<file path="config.mk">
export PLATFORM = sky130hd
export DESIGN_NAME = wb_commit_flat
export DESIGN_NICKNAME = d
export VERILOG_FILES = /design/src/rtl/wb_commit_if.sv /design/src/rtl/wb_commit.sv /design/src/flat_wrapper.sv
export SDC_FILE = /design/constraint.sdc
export NUM_CORES = 1
export LEC_CHECK = 0
export ABC_CLOCK_PERIOD_IN_PS = 6400
export CORE_MARGIN = 2
export CORE_UTILIZATION = 30
export CTS_CLUSTER_SIZE = 24
export DETAILED_ROUTE_END_ITERATION = 10
export PLACE_DENSITY_LB_ADDON = 0.2
export SLEW_MARGIN = 20
export SYNTH_ARGS = -nofsm -noshare
export SYNTH_HDL_FRONTEND = slang
export SYNTH_SLANG_ARGS = --single-unit
</file>
<file path="constraint.sdc">
create_clock -name clk -period 6.4 [get_ports clk]
set_clock_uncertainty 0.2 [all_clocks]
set_input_delay 0.64 -clock clk [delete_from_list [all_inputs] [get_ports clk]]
set_output_delay 0.64 -clock clk [all_outputs]
set_load 0.02 [all_outputs]
</file>
<file path="src/rtl/wb_commit_if.sv">
// Producer/register-file bundle for the writeback commit unit.
// slave = commit unit side, master = producers, register file and decode.
interface wb_commit_if #(
   parameter int DEPTH  = 4,
   parameter int DATA_W = 32,
   parameter int ADDR_W = 5
);
   logic                     alu_valid;
   logic                     alu_ready;
   logic [ADDR_W-1:0]        alu_dst;
   logic [DATA_W-1:0]        alu_data;
   logic                     mem_valid;
   logic                     mem_ready;
   logic [ADDR_W-1:0]        mem_dst;
   logic [DATA_W-1:0]        mem_data;
   logic                     rf_write;
   logic [ADDR_W-1:0]        rf_dst;
   logic [DATA_W-1:0]        rf_data;
   logic [ADDR_W-1:0]        rs_a;
   logic [ADDR_W-1:0]        rt_a;
   logic                     rs_pending;
   logic                     rt_pending;
   logic [$clog2(DEPTH):0]   count;
   logic                     full;
   logic                     empty;

   modport slave (
      input  alu_valid, alu_dst, alu_data,
      input  mem_valid, mem_dst, mem_data,
      input  rs_a, rt_a,
      output alu_ready, mem_ready,
      output rf_write, rf_dst, rf_data,
      output rs_pending, rt_pending,
      output count, full, empty
   );

   modport master (
      output alu_valid, alu_dst, alu_data,
      output mem_valid, mem_dst, mem_data,
      output rs_a, rt_a,
      input  alu_ready, mem_ready,
      input  rf_write, rf_dst, rf_data,
      input  rs_pending, rt_pending,
      input  count, full, empty
   );
endinterface

</file>
<file path="src/rtl/wb_commit.sv">
// Writeback commit unit: in-order result FIFO draining one register-file write per cycle.
// Define WB_BYPASS_EN to let an accepted result skip an empty FIFO and commit in the same cycle.
module wb_commit #(
   parameter int DEPTH  = 4,
   parameter int DATA_W = 32,
   parameter int ADDR_W = 5
) (
   input  logic       clk,
   input  logic       reset,
   wb_commit_if.slave bus
);
   localparam int PTR_W = $clog2(DEPTH);
   localparam int CNT_W = PTR_W + 1;

   logic [ADDR_W-1:0] dst_q  [DEPTH];
   logic [DATA_W-1:0] data_q [DEPTH];
   logic [DEPTH-1:0]  vld_q, vld_d;
   logic [PTR_W-1:0]  wr_ptr_q, wr_ptr_d;
   logic [PTR_W-1:0]  rd_ptr_q, rd_ptr_d;
   logic [CNT_W-1:0]  count_q, count_d;

   logic              full_s, empty_s;
   logic              mem_acc_s, alu_acc_s, acc_s;
   logic              push_s, pop_s, byp_s;
   logic [ADDR_W-1:0] in_dst_s;
   logic [DATA_W-1:0] in_data_s;
   logic              rs_hit_s, rt_hit_s;

   // Handshake arbitration (loads win), push/pop decision and next-state.
   always_comb begin
      full_s    = (count_q == CNT_W'(DEPTH));
      empty_s   = (count_q == CNT_W'(0));
      mem_acc_s = bus.mem_valid && !full_s;
      alu_acc_s = bus.alu_valid && !full_s && !bus.mem_valid;
      acc_s     = mem_acc_s || alu_acc_s;
      if (mem_acc_s) begin
         in_dst_s  = bus.mem_dst;
         in_data_s = bus.mem_data;
      end else begin
         in_dst_s  = bus.alu_dst;
         in_data_s = bus.alu_data;
      end
`ifdef WB_BYPASS_EN
      byp_s = acc_s && empty_s && (in_dst_s != ADDR_W'(0));
`else
      byp_s = 1'b0;
`endif
      // r0 writes complete the handshake but never occupy a slot
      push_s = acc_s && (in_dst_s != ADDR_W'(0)) && !byp_s;
      pop_s  = !empty_s;

      wr_ptr_d = push_s ? (wr_ptr_q + PTR_W'(1)) : wr_ptr_q;
      rd_ptr_d = pop_s  ? (rd_ptr_q + PTR_W'(1)) : rd_ptr_q;

      vld_d = vld_q;
      if (pop_s) begin
         vld_d[rd_ptr_q] = 1'b0;
      end else begin
         vld_d = vld_d;
      end
      if (push_s) begin
         vld_d[wr_ptr_q] = 1'b1;
      end else begin
         vld_d = vld_d;
      end

      case ({push_s, pop_s})
         2'b10:   count_d = count_q + CNT_W'(1);
         2'b01:   count_d = count_q - CNT_W'(1);
         default: count_d = count_q;
      endcase
   end

   // Pointer, occupancy and valid-bit registers.
   always_ff @(posedge clk or negedge reset) begin
      if (!reset) begin
         wr_ptr_q <= PTR_W'(0);
         rd_ptr_q <= PTR_W'(0);
         count_q  <= CNT_W'(0);
         vld_q    <= {DEPTH{1'b0}};
      end else begin
         wr_ptr_q <= wr_ptr_d;
         rd_ptr_q <= rd_ptr_d;
         count_q  <= count_d;
         vld_q    <= vld_d;
      end
   end

   // Entry payload storage written at the tail.
   always_ff @(posedge clk or negedge reset) begin
      if (!reset) begin
         for (int i = 0; i < DEPTH; i++) begin
            dst_q[i]  <= ADDR_W'(0);
            data_q[i] <= DATA_W'(0);
         end
      end else if (push_s) begin
         dst_q[wr_ptr_q]  <= in_dst_s;
         data_q[wr_ptr_q] <= in_data_s;
      end
   end

   // Register-file port, hazard lookup and status outputs.
   always_comb begin
      bus.mem_ready = !full_s;
      bus.alu_ready = !full_s && !bus.mem_valid;
      bus.count     = count_q;
      bus.full      = full_s;
      bus.empty     = empty_s;

      if (!empty_s) begin
         bus.rf_write = 1'b1;
         bus.rf_dst   = dst_q[rd_ptr_q];
         bus.rf_data  = data_q[rd_ptr_q];
      end else if (byp_s) begin
         bus.rf_write = 1'b1;
         bus.rf_dst   = in_dst_s;
         bus.rf_data  = in_data_s;
      end else begin
         bus.rf_write = 1'b0;
         bus.rf_dst   = ADDR_W'(0);
         bus.rf_data  = DATA_W'(0);
      end

      rs_hit_s = 1'b0;
      rt_hit_s = 1'b0;
      for (int i = 0; i < DEPTH; i++) begin
         if (vld_q[i] && (dst_q[i] == bus.rs_a)) begin
            rs_hit_s = 1'b1;
         end else begin
            rs_hit_s = rs_hit_s;
         end
         if (vld_q[i] && (dst_q[i] == bus.rt_a)) begin
            rt_hit_s = 1'b1;
         end else begin
            rt_hit_s = rt_hit_s;
         end
      end
      bus.rs_pending = rs_hit_s && (bus.rs_a != ADDR_W'(0));
      bus.rt_pending = rt_hit_s && (bus.rt_a != ADDR_W'(0));
   end
endmodule

</file>
<file path="src/flat_wrapper.sv">
// flat-port wrapper written by rule: the top's interface ports become plain ports
module wb_commit_flat 
#(
   parameter int DEPTH  = 4,
   parameter int DATA_W = 32,
   parameter int ADDR_W = 5
)
  (clk, reset, bus_alu_valid, bus_alu_dst, bus_alu_data, bus_mem_valid, bus_mem_dst, bus_mem_data, bus_rs_a, bus_rt_a, bus_alu_ready, bus_mem_ready, bus_rf_write, bus_rf_dst, bus_rf_data, bus_rs_pending, bus_rt_pending, bus_count, bus_full, bus_empty);
  wb_commit_if #(.DEPTH(DEPTH), .DATA_W(DATA_W), .ADDR_W(ADDR_W)) bus_i ();
  input  logic clk;
  input  logic reset;
  input wire logic [$bits(bus_i.alu_valid)-1:0] bus_alu_valid;
  input wire logic [$bits(bus_i.alu_dst)-1:0] bus_alu_dst;
  input wire logic [$bits(bus_i.alu_data)-1:0] bus_alu_data;
  input wire logic [$bits(bus_i.mem_valid)-1:0] bus_mem_valid;
  input wire logic [$bits(bus_i.mem_dst)-1:0] bus_mem_dst;
  input wire logic [$bits(bus_i.mem_data)-1:0] bus_mem_data;
  input wire logic [$bits(bus_i.rs_a)-1:0] bus_rs_a;
  input wire logic [$bits(bus_i.rt_a)-1:0] bus_rt_a;
  output wire logic [$bits(bus_i.alu_ready)-1:0] bus_alu_ready;
  output wire logic [$bits(bus_i.mem_ready)-1:0] bus_mem_ready;
  output wire logic [$bits(bus_i.rf_write)-1:0] bus_rf_write;
  output wire logic [$bits(bus_i.rf_dst)-1:0] bus_rf_dst;
  output wire logic [$bits(bus_i.rf_data)-1:0] bus_rf_data;
  output wire logic [$bits(bus_i.rs_pending)-1:0] bus_rs_pending;
  output wire logic [$bits(bus_i.rt_pending)-1:0] bus_rt_pending;
  output wire logic [$bits(bus_i.count)-1:0] bus_count;
  output wire logic [$bits(bus_i.full)-1:0] bus_full;
  output wire logic [$bits(bus_i.empty)-1:0] bus_empty;
  assign bus_i.alu_valid = bus_alu_valid;
  assign bus_i.alu_dst = bus_alu_dst;
  assign bus_i.alu_data = bus_alu_data;
  assign bus_i.mem_valid = bus_mem_valid;
  assign bus_i.mem_dst = bus_mem_dst;
  assign bus_i.mem_data = bus_mem_data;
  assign bus_i.rs_a = bus_rs_a;
  assign bus_i.rt_a = bus_rt_a;
  assign bus_alu_ready = bus_i.alu_ready;
  assign bus_mem_ready = bus_i.mem_ready;
  assign bus_rf_write = bus_i.rf_write;
  assign bus_rf_dst = bus_i.rf_dst;
  assign bus_rf_data = bus_i.rf_data;
  assign bus_rs_pending = bus_i.rs_pending;
  assign bus_rt_pending = bus_i.rt_pending;
  assign bus_count = bus_i.count;
  assign bus_full = bus_i.full;
  assign bus_empty = bus_i.empty;
  wb_commit #(.DEPTH(DEPTH), .DATA_W(DATA_W), .ADDR_W(ADDR_W)) u_core (.clk(clk), .reset(reset), .bus(bus_i));
endmodule
</file>
Word-level counts from Yosys, hierarchy flattened
Index checks and enable logic that the tools add are counted.
Cells by class
  muxes and demuxes: 32
  magnitude comparators: 7
  $add $sub $neg: 4
  bitwise logic cells: 5
  equal/unequal tests: 11
  reductions and logical operators: 27
Operators with widths (count)
  32-bit two-way mux: 5
  128-bit bitwise mux: 1
  32-bit binary-select mux with 2-bit select: 1
  32-bit demux with 2-bit select: 1
  5-bit == test: 8
  5-bit two-way mux: 5
  20-bit bitwise mux: 1
  1-bit logical AND: 18
  5-bit nonzero test: 3
  1-bit two-way mux: 11
  5-bit binary-select mux with 2-bit select: 1
  5-bit demux with 2-bit select: 1
  4-bit two-way mux: 2
  3-bit >= comparator (second input constant): 2
  2-bit by 3-bit less-than comparator with 1-bit output (second input constant): 2
  2-bit inverter with 3-bit output: 2
  3-bit one-hot mux with 2 select lines: 1
  2-bit by 1-bit adder with 2-bit output (second input constant): 2
  4-bit AND: 1
  1-bit demux with 2-bit select: 2
  2-bit by 1-bit >= comparator with 1-bit output (second input constant): 2
  4-bit inverter: 1
  4-bit bitwise OR: 1
  3-bit by 1-bit adder with 3-bit output (second input constant): 1
  9 further kinds: 11
Word-level totals
  register bits: 159
  bits of input ports: 88
  output and inout port bits: 47

Logic depth before layout (Yosys ltp)
Gate-level depths: netlist (run 1).
  word-level depth: 9
  gate-level depth with buffers: 12

Least setup slack after synthesis (run 1)
Ideal clock, no wire load.
  path kind: input to register
  from: input bus_alu_dst[1]
  to: register u_core.count_q[2], in the netlist u_core.bus.count[2]
  arrival: 2.873 ns
  cell stages on the path: 10
  path slack: 3.247 ns
  setup time: 0.080 ns
  required time: 6.120 ns
  path buffers: 0
  cells stage by stage: or4_4 -> a211oi_4 -> a211oi_1 -> inv_1 -> ha_1 -> inv_1 -> fa_1 -> xor2_1 -> nor2_1 -> xor2_1
On the way
  longest elaborated chain between the ends: 5
Ends and longest elaborated chain
  start, declared: RTL line flat_wrapper.sv:13  | input wire logic [$bits(bus_i.alu_dst)-1:0] bus_alu_dst;
  5-bit two-way mux (*): RTL line wb_commit.sv:36  | if (mem_acc_s) begin
  5-bit nonzero test (*): RTL line wb_commit.sv:49  | push_s = acc_s && (in_dst_s != ADDR_W'(0)) && !byp_s;
  1-bit logical AND (*): RTL line wb_commit.sv:49
  2-bit by 1-bit == test with 1-bit output or 2-bit == test (tied branches): RTL line wb_commit.sv:67  | case ({push_s, pop_s})
  3-bit one-hot mux with 2 select lines or 2-bit nonzero test (tied branches)
  end signal, assigned: RTL line wb_commit.sv:84  | count_q <= count_d;
  end, declared: RTL line wb_commit.sv:20  | logic [CNT_W-1:0] count_q, count_d;
Mark *: on every way between the ends. The rest lies on a longest branch, timed or not.
A chain may end at the register's enable or synchronous reset.

Worst setup path in the final report (run 1)
  from: register u_core.rd_ptr_q[0]
  to: output bus_rf_data[21]
On the way
  longest elaborated chain between the ends: 5
Ends and longest elaborated chain
  start, declared: RTL line wb_commit.sv:19  | logic [PTR_W-1:0] rd_ptr_q, rd_ptr_d;
  start signal, assigned: RTL line wb_commit.sv:83  | rd_ptr_q <= rd_ptr_d;
  2-bit inverter with 3-bit output (not written as such): RTL line wb_commit.sv:113  | bus.rf_data = data_q[rd_ptr_q];
  32-bit binary-select mux with 2-bit select: RTL line wb_commit.sv:113
  32-bit two-way mux (not written as such) (2 in a row): RTL line wb_commit.sv:113
  32-bit two-way mux: RTL line wb_commit.sv:110  | if (!empty_s) begin
  end, declared: RTL line flat_wrapper.sv:24  | output wire logic [$bits(bus_i.rf_data)-1:0] bus_rf_data;
No other way between the ends. The select of a mux whose other input is x is not followed.

==> results of run 1 <==
## sequential cells by signal (all words and copies together) (netlist names)
name,flops
u_core.bus.count,3
u_core.dst_q,20
u_core.rd_ptr_q,2
u_core.wr_ptr_q,2
u_core.vld_q,4
u_core.data_q,128
## Yosys cell counts
| cell type | count |
|---|---|
| mux4_2 | 37 |
| or2_2 | 1 |
| ha_1 | 9 |
| mux2i_1 | 37 |
| or4_4 | 1 |
| clkbuf_1 | 16 |
| nand2_1 | 8 |
| or3b_1 | 1 |
| or4_1 | 3 |
| a21o_1 | 5 |
| a21oi_1 | 142 |
| a211oi_4 | 5 |
| inv_1 | 10 |
| buf_6 | 1 |
| and2_1 | 37 |
| nand3_1 | 12 |
| buf_2 | 35 |
| o21ai_0 | 18 |
| o21a_1 | 2 |
| nor4_1 | 10 |
| xor2_1 | 34 |
| nor2_1 | 144 |
| buf_1 | 4 |
| xnor2_1 | 11 |
| fa_1 | 1 |
| nor3_4 | 1 |
| clkinv_1 | 1 |
| nor3_1 | 1 |
| nand4_1 | 2 |
| dfrtp_1 | 159 |
| clkinv_2 | 1 |
| or3_1 | 1 |
| a211oi_1 | 1 |
## cell type report
| type | count | area (um2) | area share |
|---|---|---|---|
| inverters | 12 | 46.29 | 0.004568 |
| clock buffers | 19 | 452.9 | 0.04469 |
| multi-input cells | 524 | 3709 | 0.3659 |
| repair buffers | 143 | 1413 | 0.1394 |
| clock inverters | 12 | 111.4 | 0.01099 |
| well taps | 335 | 419.2 | 0.04136 |
| flip-flops and latches | 159 | 3984 | 0.3931 |
## what timing repair did
action | CTS | global route
endpoints found under the setup margin | 0 | 0
hold endpoints to repair | 35 | 0
hold buffers | 1 | 0
resized for setup | 0 | 0
## metal layers
layer	routed length (um)	GRT usage	share of wire
met5	0	0	0
met4	210	0.03819	0.010
met3	829	0.02883	0.041
met2	9585	0.2434	0.48
met1	9469	0.2042	0.47
## where the power goes
| part | leakage (nW) | switching, mW | internal [mW] |
|---|---|---|---|
| registers | 1.76 | 0.414 | 1.52 |
| logic | 2.03 | 1.47 | 1.46 |
| clock network | 0.283 | 0.416 | 0.556 |
| total | 4.07 | 2.30 | 3.53 |
## cells by family (layout without fill, tap and decap cells)
logic type | count (synthesis) | in the layout | share of synthesized area
AOI/OAI and AO/OA | 173 | 173 | 0.1202
xor gates and xnor gates | 45 | 45 | 0.04932
adders and majority gates | 10 | 10 | 0.01660
buffers and inverters | 68 | 186 | 0.03852
DFF | 159 | 159 | 0.4979
muxes | 74 | 74 | 0.1506
and+or+nand+nor | 222 | 222 | 0.1268
## final timing paths
path | endpoint | slack [ns] | cells after the start
worst max-delay path | bus_rf_data[21] | 2.76 | 3
worst min-delay path | u_core.bus.count[2]$_DFFE_PN0P_ | 0.32 | 1
worst max register to register | u_core.bus.count[2]$_DFFE_PN0P_ | 3.18 | 11
worst min register to register | u_core.bus.count[2]$_DFFE_PN0P_ | 0.32 | 1
max in group asynchronous | u_core.rd_ptr_q[0]$_DFFE_PN0N_ | 4.26 | 3
min in group asynchronous | u_core.dst_q[11]$_DFFE_PN0P_ | 0.49 | 2
==> summary.txt, run 1 <==
Status
  • Status: finished, violations left
  • Failing checks: design-rule violations

Clock tree
  • CTS tree: yes
  • CTS max path bufs: 2
  • Skew-Pair Late Insertion Delay: 0.42 ns
  • Setup repair bufs after CTS: 0
  • Root Buffer: clkbuf_16
  • H-tree Lvls: 4
  • Cts bufs inserted: 17
  • CTS clk-pin slew, worst paths: 0.07 ns
  • CTS Sinks: 159

Layout
  • Commonest non-fill, non-tap cell in the layout: dfrtp_1
  • Fraction of layout cells with a size suffix above 1: 0.1036
  • Final core utilization: 0.3878
  • FILL cells: 2608
  • Finished Layout Cells: 1204
  • Most frequent cells in the layout: dfrtp_1 (157), nor2_1 (144), a21oi_1 (142)
  • Diode count: 0
  • Post-layout instance area: 10130 um2
  • Layout Nets: 955
  • Area growth, synth to finish: 26.82%

Routing
  • Via Count: 5816
  • Routed wire length per instance: 16.69 um
  • DRT iter0 DRCs: 339
  • ANT nets after route: 0
  • # DRC: 5
  • DR vias/cell: 4.831
  • WL final: 20090 um
  • Pre-Repair DR Iteration Count: 9

Power and ir drop
  • Cell Pwr Density: 575.4 nW/um2
  • Max IR drop VDD: 0.2604 mV
  • Static Leak: 4.074 nW
  • Total power: 5.832 mW

Worst hold path
  • Worst hold start: u_core.bus.count[2]$_DFFE_PN0P_
  • Hold Crit Class: reg -> reg

Yosys
  • Synthesized flop and latch total: 159
  • Cell count after synthesis: 751
  • Cell area after synthesis: 7991 um2
  • Synth cell types: 33
  • Syn Area/Cell: 10.64 um2
  • Register area share after synthesis: 0.4979
  • Synth top area cells: dfrtp_1 (50%), mux4_2 (10%), a21oi_1 (8.9%)
  • Synth area leader: dfrtp_1
  • Ys Warns: 0
  • Yosys top cell area share: 0.4979
  • Syn Nets: 849

Global route
  • Vias in the first global route: 5891
  • Pin count of the biggest net entering global routing: 72
  • Gr usage total: 0.1489
  • Total grt overflow: 0
  • First-pass GRT wire length: 32950 um
  • Initial antenna violation count: 0

STA
  • Pins Over Slew Limit: 0
  • Final Worst Setup Slack: 2.761 ns
  • Final hold slack: 0.3213 ns
  • Max-slew headroom: 0.4072
  • Setup violators final: 0
  • RSZ-0062 raised after global routing: no
  • Fin crit period: 3.639 ns
  • Setup TNS: 0 ns
  • Fmax: 274.8 MHz
  • Fin. Hold Viols: 0
  • Final Cycle Share: 0.5686
  • Worst Tran Pin Value: 0.8891 ns

Worst setup path
  • Startpoint Class: flop
  • Worst r2r src: u_core.bus.count[2]$_DFFE_PN0P_
  • Crit Path Max Fanout: 41
  • CP max stage cell: dfrtp_4
  • WP buf/inv: 1
  • Worst setup path start: u_core.rd_ptr_q[0]$_DFFE_PN0N_
  • Data required time of the worst path: 5.56 ns
  • Max incr delay on CP: 1.02 ns
  • CP Cell Sequence: mux4_2, and2_1, clkdlybuf4s50_1
  • Setup Crit Path Kind: reg -> out
  • Family with the most delay on the worst path: flip-flops
  • CP arrival: 2.80 ns
  • Crit end category: output port

Placed design
  • Port Buffers: 134
  • Dpl ws: 2.627 ns
  • Area post-placement: 9560 um2
  • Placed insts: 1172
  • Final Wtd Congestion: 0.8324
  • Final HPWL DP: 12600 um

Floorplanning
  • Initial Util: 0.3058
  • # IOs: 135
  • Num rows: 59
  • Die Footprint: 27960 um2
  • Die W: 167.2 um
  • Chip height: 167.2 um
  • Core area: 26130 um2

Run
  • Max cap viols: 0
Note: power is estimated with default switching activity, not from simulation.
==> run 2: changes to the inputs <==
- ABC_CLOCK_PERIOD_IN_PS: 6400 -> 3560
- clock period: 6.4 -> 3.56 ns (I/O delays scaled with it)
==> summary.txt, run 2 (synthesized netlist as in run 1, its figures left out) <==
Worst setup path
  • Data required time of the worst path: 3.00 ns (was 5.56 ns)
  • Startpoint Class: flop (unchanged)
  • CP max stage cell: or3_2 (was dfrtp_4)
  • CP arrival: 2.69 ns (was 2.80 ns)
  • R2R depth: 9 (was 11)
  • Reg2reg setup slack: 0.60 ns (was 3.18 ns)
  • Worst r2r src: u_core.bus.count[0]$_DFFE_PN0P_ (was u_core.bus.count[2]$_DFFE_PN0P_)
  • Crit Path Max Fanout: 46 (was 41)
  • Worst flop-to-flop path endpoint: u_core.bus.count[1]$_DFFE_PN0P_ (was u_core.bus.count[2]$_DFFE_PN0P_)
  • CP Cell Sequence: or3_2, and2_1, clkdlybuf4s50_1 (was mux4_2, and2_1, clkdlybuf4s50_1)
  • Setup Crit Path Kind: reg -> out (unchanged)
  • Family with the most delay on the worst path: simple AND/OR/NAND/NOR gates (was flip-flops)
  • Crit end category: output port (unchanged)
  • WP buf/inv: 1 (unchanged)
  • Max incr delay on CP: 0.89 ns (was 1.02 ns)

STA
  • Final Cycle Share: 0.9107
  • Fmax: 308.4 MHz
  • Final hold slack: 0.2934 ns (was 0.3213 ns)
  • Setup violators final: 0 (unchanged)
  • Fin crit period: 3.242 ns
  • Max-slew headroom: 0.3859 (was 0.4072)
  • Fin. Hold Viols: 0 (unchanged)
  • Worst Tran Pin Value: 0.9211 ns (was 0.8891 ns)
  • RSZ-0062 raised after global routing: no (unchanged)
  • Setup TNS: 0 ns (unchanged)
  • Pins Over Slew Limit: 0 (unchanged)

Global route
  • Gr usage total: 0.1494 (was 0.1489)
  • Vias in the first global route: 5836 (was 5891)
  • Initial antenna violation count: 0 (unchanged)
  • Pin count of the biggest net entering global routing: 64 (was 72)
  • Total grt overflow: 0 (unchanged)
  • First-pass GRT wire length: 32720 um (was 32950 um)

Placed design
  • Final Wtd Congestion: 0.8420 (was 0.8324)
  • Port Buffers: 134 (unchanged)
  • Area post-placement: 9678 um2 (was 9560 um2)
  • Final HPWL DP: 13440 um (was 12600 um)

Routing
  • Via Count: 5873 (was 5816)
  • Routed wire length per instance: 16.70 um (was 16.69 um)
  • Pre-Repair DR Iteration Count: 10 (was 9)
  • ANT nets after route: 0 (unchanged)
  • # DRC: 5 (unchanged)
  • DR vias/cell: 4.834 (was 4.831)
  • DRT iter0 DRCs: 333 (was 339)
  • WL final: 20290 um (was 20090 um)

Power and ir drop
  • Internal: 6.573 mW (was 3.529 mW)
  • Max IR drop VDD: 0.4013 mV (was 0.2604 mV)
  • Combinational power share: 0.511 (was 0.502)
  • Switching share of total power: 0.3910 (was 0.3950)
  • Cell Pwr Density: 1046 nW/um2 (was 575.4 nW/um2)
  • Static Leak: 4.158 nW (was 4.074 nW)
  • P_sw: 4.220 mW (was 2.303 mW)
  • Clock power share: 0.180 (was 0.167)
  • Share of power burned in registers: 0.309 (was 0.331)

Layout
  • Biggest register: u_core.data_q (unchanged)
  • Final core utilization: 0.3949 (was 0.3878)
  • Max FFs per register: 128 (unchanged)
  • Fraction of layout cells with a size suffix above 1: 0.1136 (was 0.1036)
  • FILL cells: 2585 (was 2608)
  • Area growth, synth to finish: 29.12% (was 26.82%)
  • Layout Nets: 965 (was 955)
  • Diode count: 0 (unchanged)
  • Most frequent cells in the layout: dfrtp_1 (157), nor2_1 (144), a21oi_1 (142) (unchanged)
  • Top flop regs: u_core.data_q: 128 flops, u_core.dst_q: 20 flops, u_core.vld_q: 4 flops (unchanged)
  • Commonest non-fill, non-tap cell in the layout: dfrtp_1 (unchanged)
  • Post-layout instance area: 10320 um2 (was 10130 um2)

Floorplanning
  • Die W: 167.2 um (unchanged)
  • Num rows: 59 (unchanged)
  • Initial Util: 0.3058 (unchanged)
  • Core area: 26130 um2 (unchanged)
  • Chip height: 167.2 um (unchanged)
  • Die Footprint: 27960 um2 (unchanged)
  • # IOs: 135 (unchanged)

Clock tree
  • Cts bufs inserted: 17 (unchanged)
  • Root Buffer: clkbuf_16 (unchanged)
  • CTS resizes: 0 (unchanged)
  • CTS Sinks: 159 (unchanged)
  • CTS clk-pin slew, worst paths: 0.07 ns (about the same)
  • H-tree Lvls: 4 (unchanged)
  • Skew-Pair Late Insertion Delay: 0.43 ns (was 0.42 ns)
  • CTS max path bufs: 2 (unchanged)
  • CTS tree: yes (unchanged)

Worst hold path
  • Hold Crit Class: in -> async (was reg -> reg)

Status
  • Status: finished, violations left (unchanged)
  • Failing checks: design-rule violations (unchanged)

Run
  • Max cap viols: 0 (unchanged)
## run 2: cell count changes in the layout (fill, tap and decap cells not counted), sizes merged
cell,delta
buf,+10
bufinv,+2
clkinv,-7
clkinvlp,+2
inv,+4
## run 2: timing repair
item,in CTS,in global routing
endpoints found under the hold margin,60,0
hold buffers,1,0
setup buffers,0,0
## run 2: layout make-up
type / count / area (um2) / share of cell area
well taps: 335 / 419.2 / 0.04062
multi-input cells: 524 / 3709 / 0.3594
repair buffers: 153 / 1541 / 0.1494
clock buffers: 19 / 442.9 / 0.04292
inverters: 12 / 46.29 / 0.004487
flip-flops and latches: 159 / 3984 / 0.3861
clock inverters: 13 / 176.4 / 0.01710
## run 2: layer usage
metal | vias to the layer above | global-route usage | share of wire
met5 | - | 0 | 0
met4 | 0 | 0.03516 | 0.0093
met3 | 16 | 0.03073 | 0.043
met2 | 135 | 0.2419 | 0.48
met1 | 2887 | 0.2070 | 0.47
li1 | 2835 | - | -
## run 2: per-stage QoR
step | power, mW | setup slack [ns] | cells
finish | 10.79 | 0.3178 | 1215
global route | 11.59 | 0.1891 | 1215
CTS | 10.94 | 0.2690 | 1214
detailed placement | 8.962 | 0.3461 | 1181
global placement | 8.879 | 0.3809 | 1181
floorplan | 6.885 | 0.4846 | 751
## run 2: how the worst max path moves through the flow
| stage | slack (ns) | cells after the start | startpoint | end |
|---|---|---|---|---|
| global route | 0.19 | 3 | u_core.bus.count[1]$_DFFE_PN0P_ | bus_empty |
| detailed placement | 0.35 | 11 | bus_mem_dst[0] | u_core.bus.count[2]$_DFFE_PN0P_ |
| global placement | 0.38 | 11 | bus_mem_dst[0] | u_core.bus.count[2]$_DFFE_PN0P_ |
| floorplan | 0.48 | 12 | u_core.bus.count[2]$_DFFE_PN0P_ | u_core.bus.count[2]$_DFFE_PN0P_ |
| finish | 0.32 | 3 | u_core.bus.count[0]$_DFFE_PN0P_ | bus_rf_data[30] |
| CTS | 0.27 | 3 | u_core.bus.count[1]$_DFFE_PN0P_ | bus_empty |
## run 2: power by group through the flow
stage | logic [mW] | registers, mW | clock network [mW]
floorplan | 3.72 | 3.17 | 0
global placement | 5.53 | 3.34 | 0
detailed placement | 5.60 | 3.36 | 0
CTS | 5.62 | 3.34 | 1.99
global route | 6.08 | 3.45 | 2.06
finish | 5.52 | 3.34 | 1.94
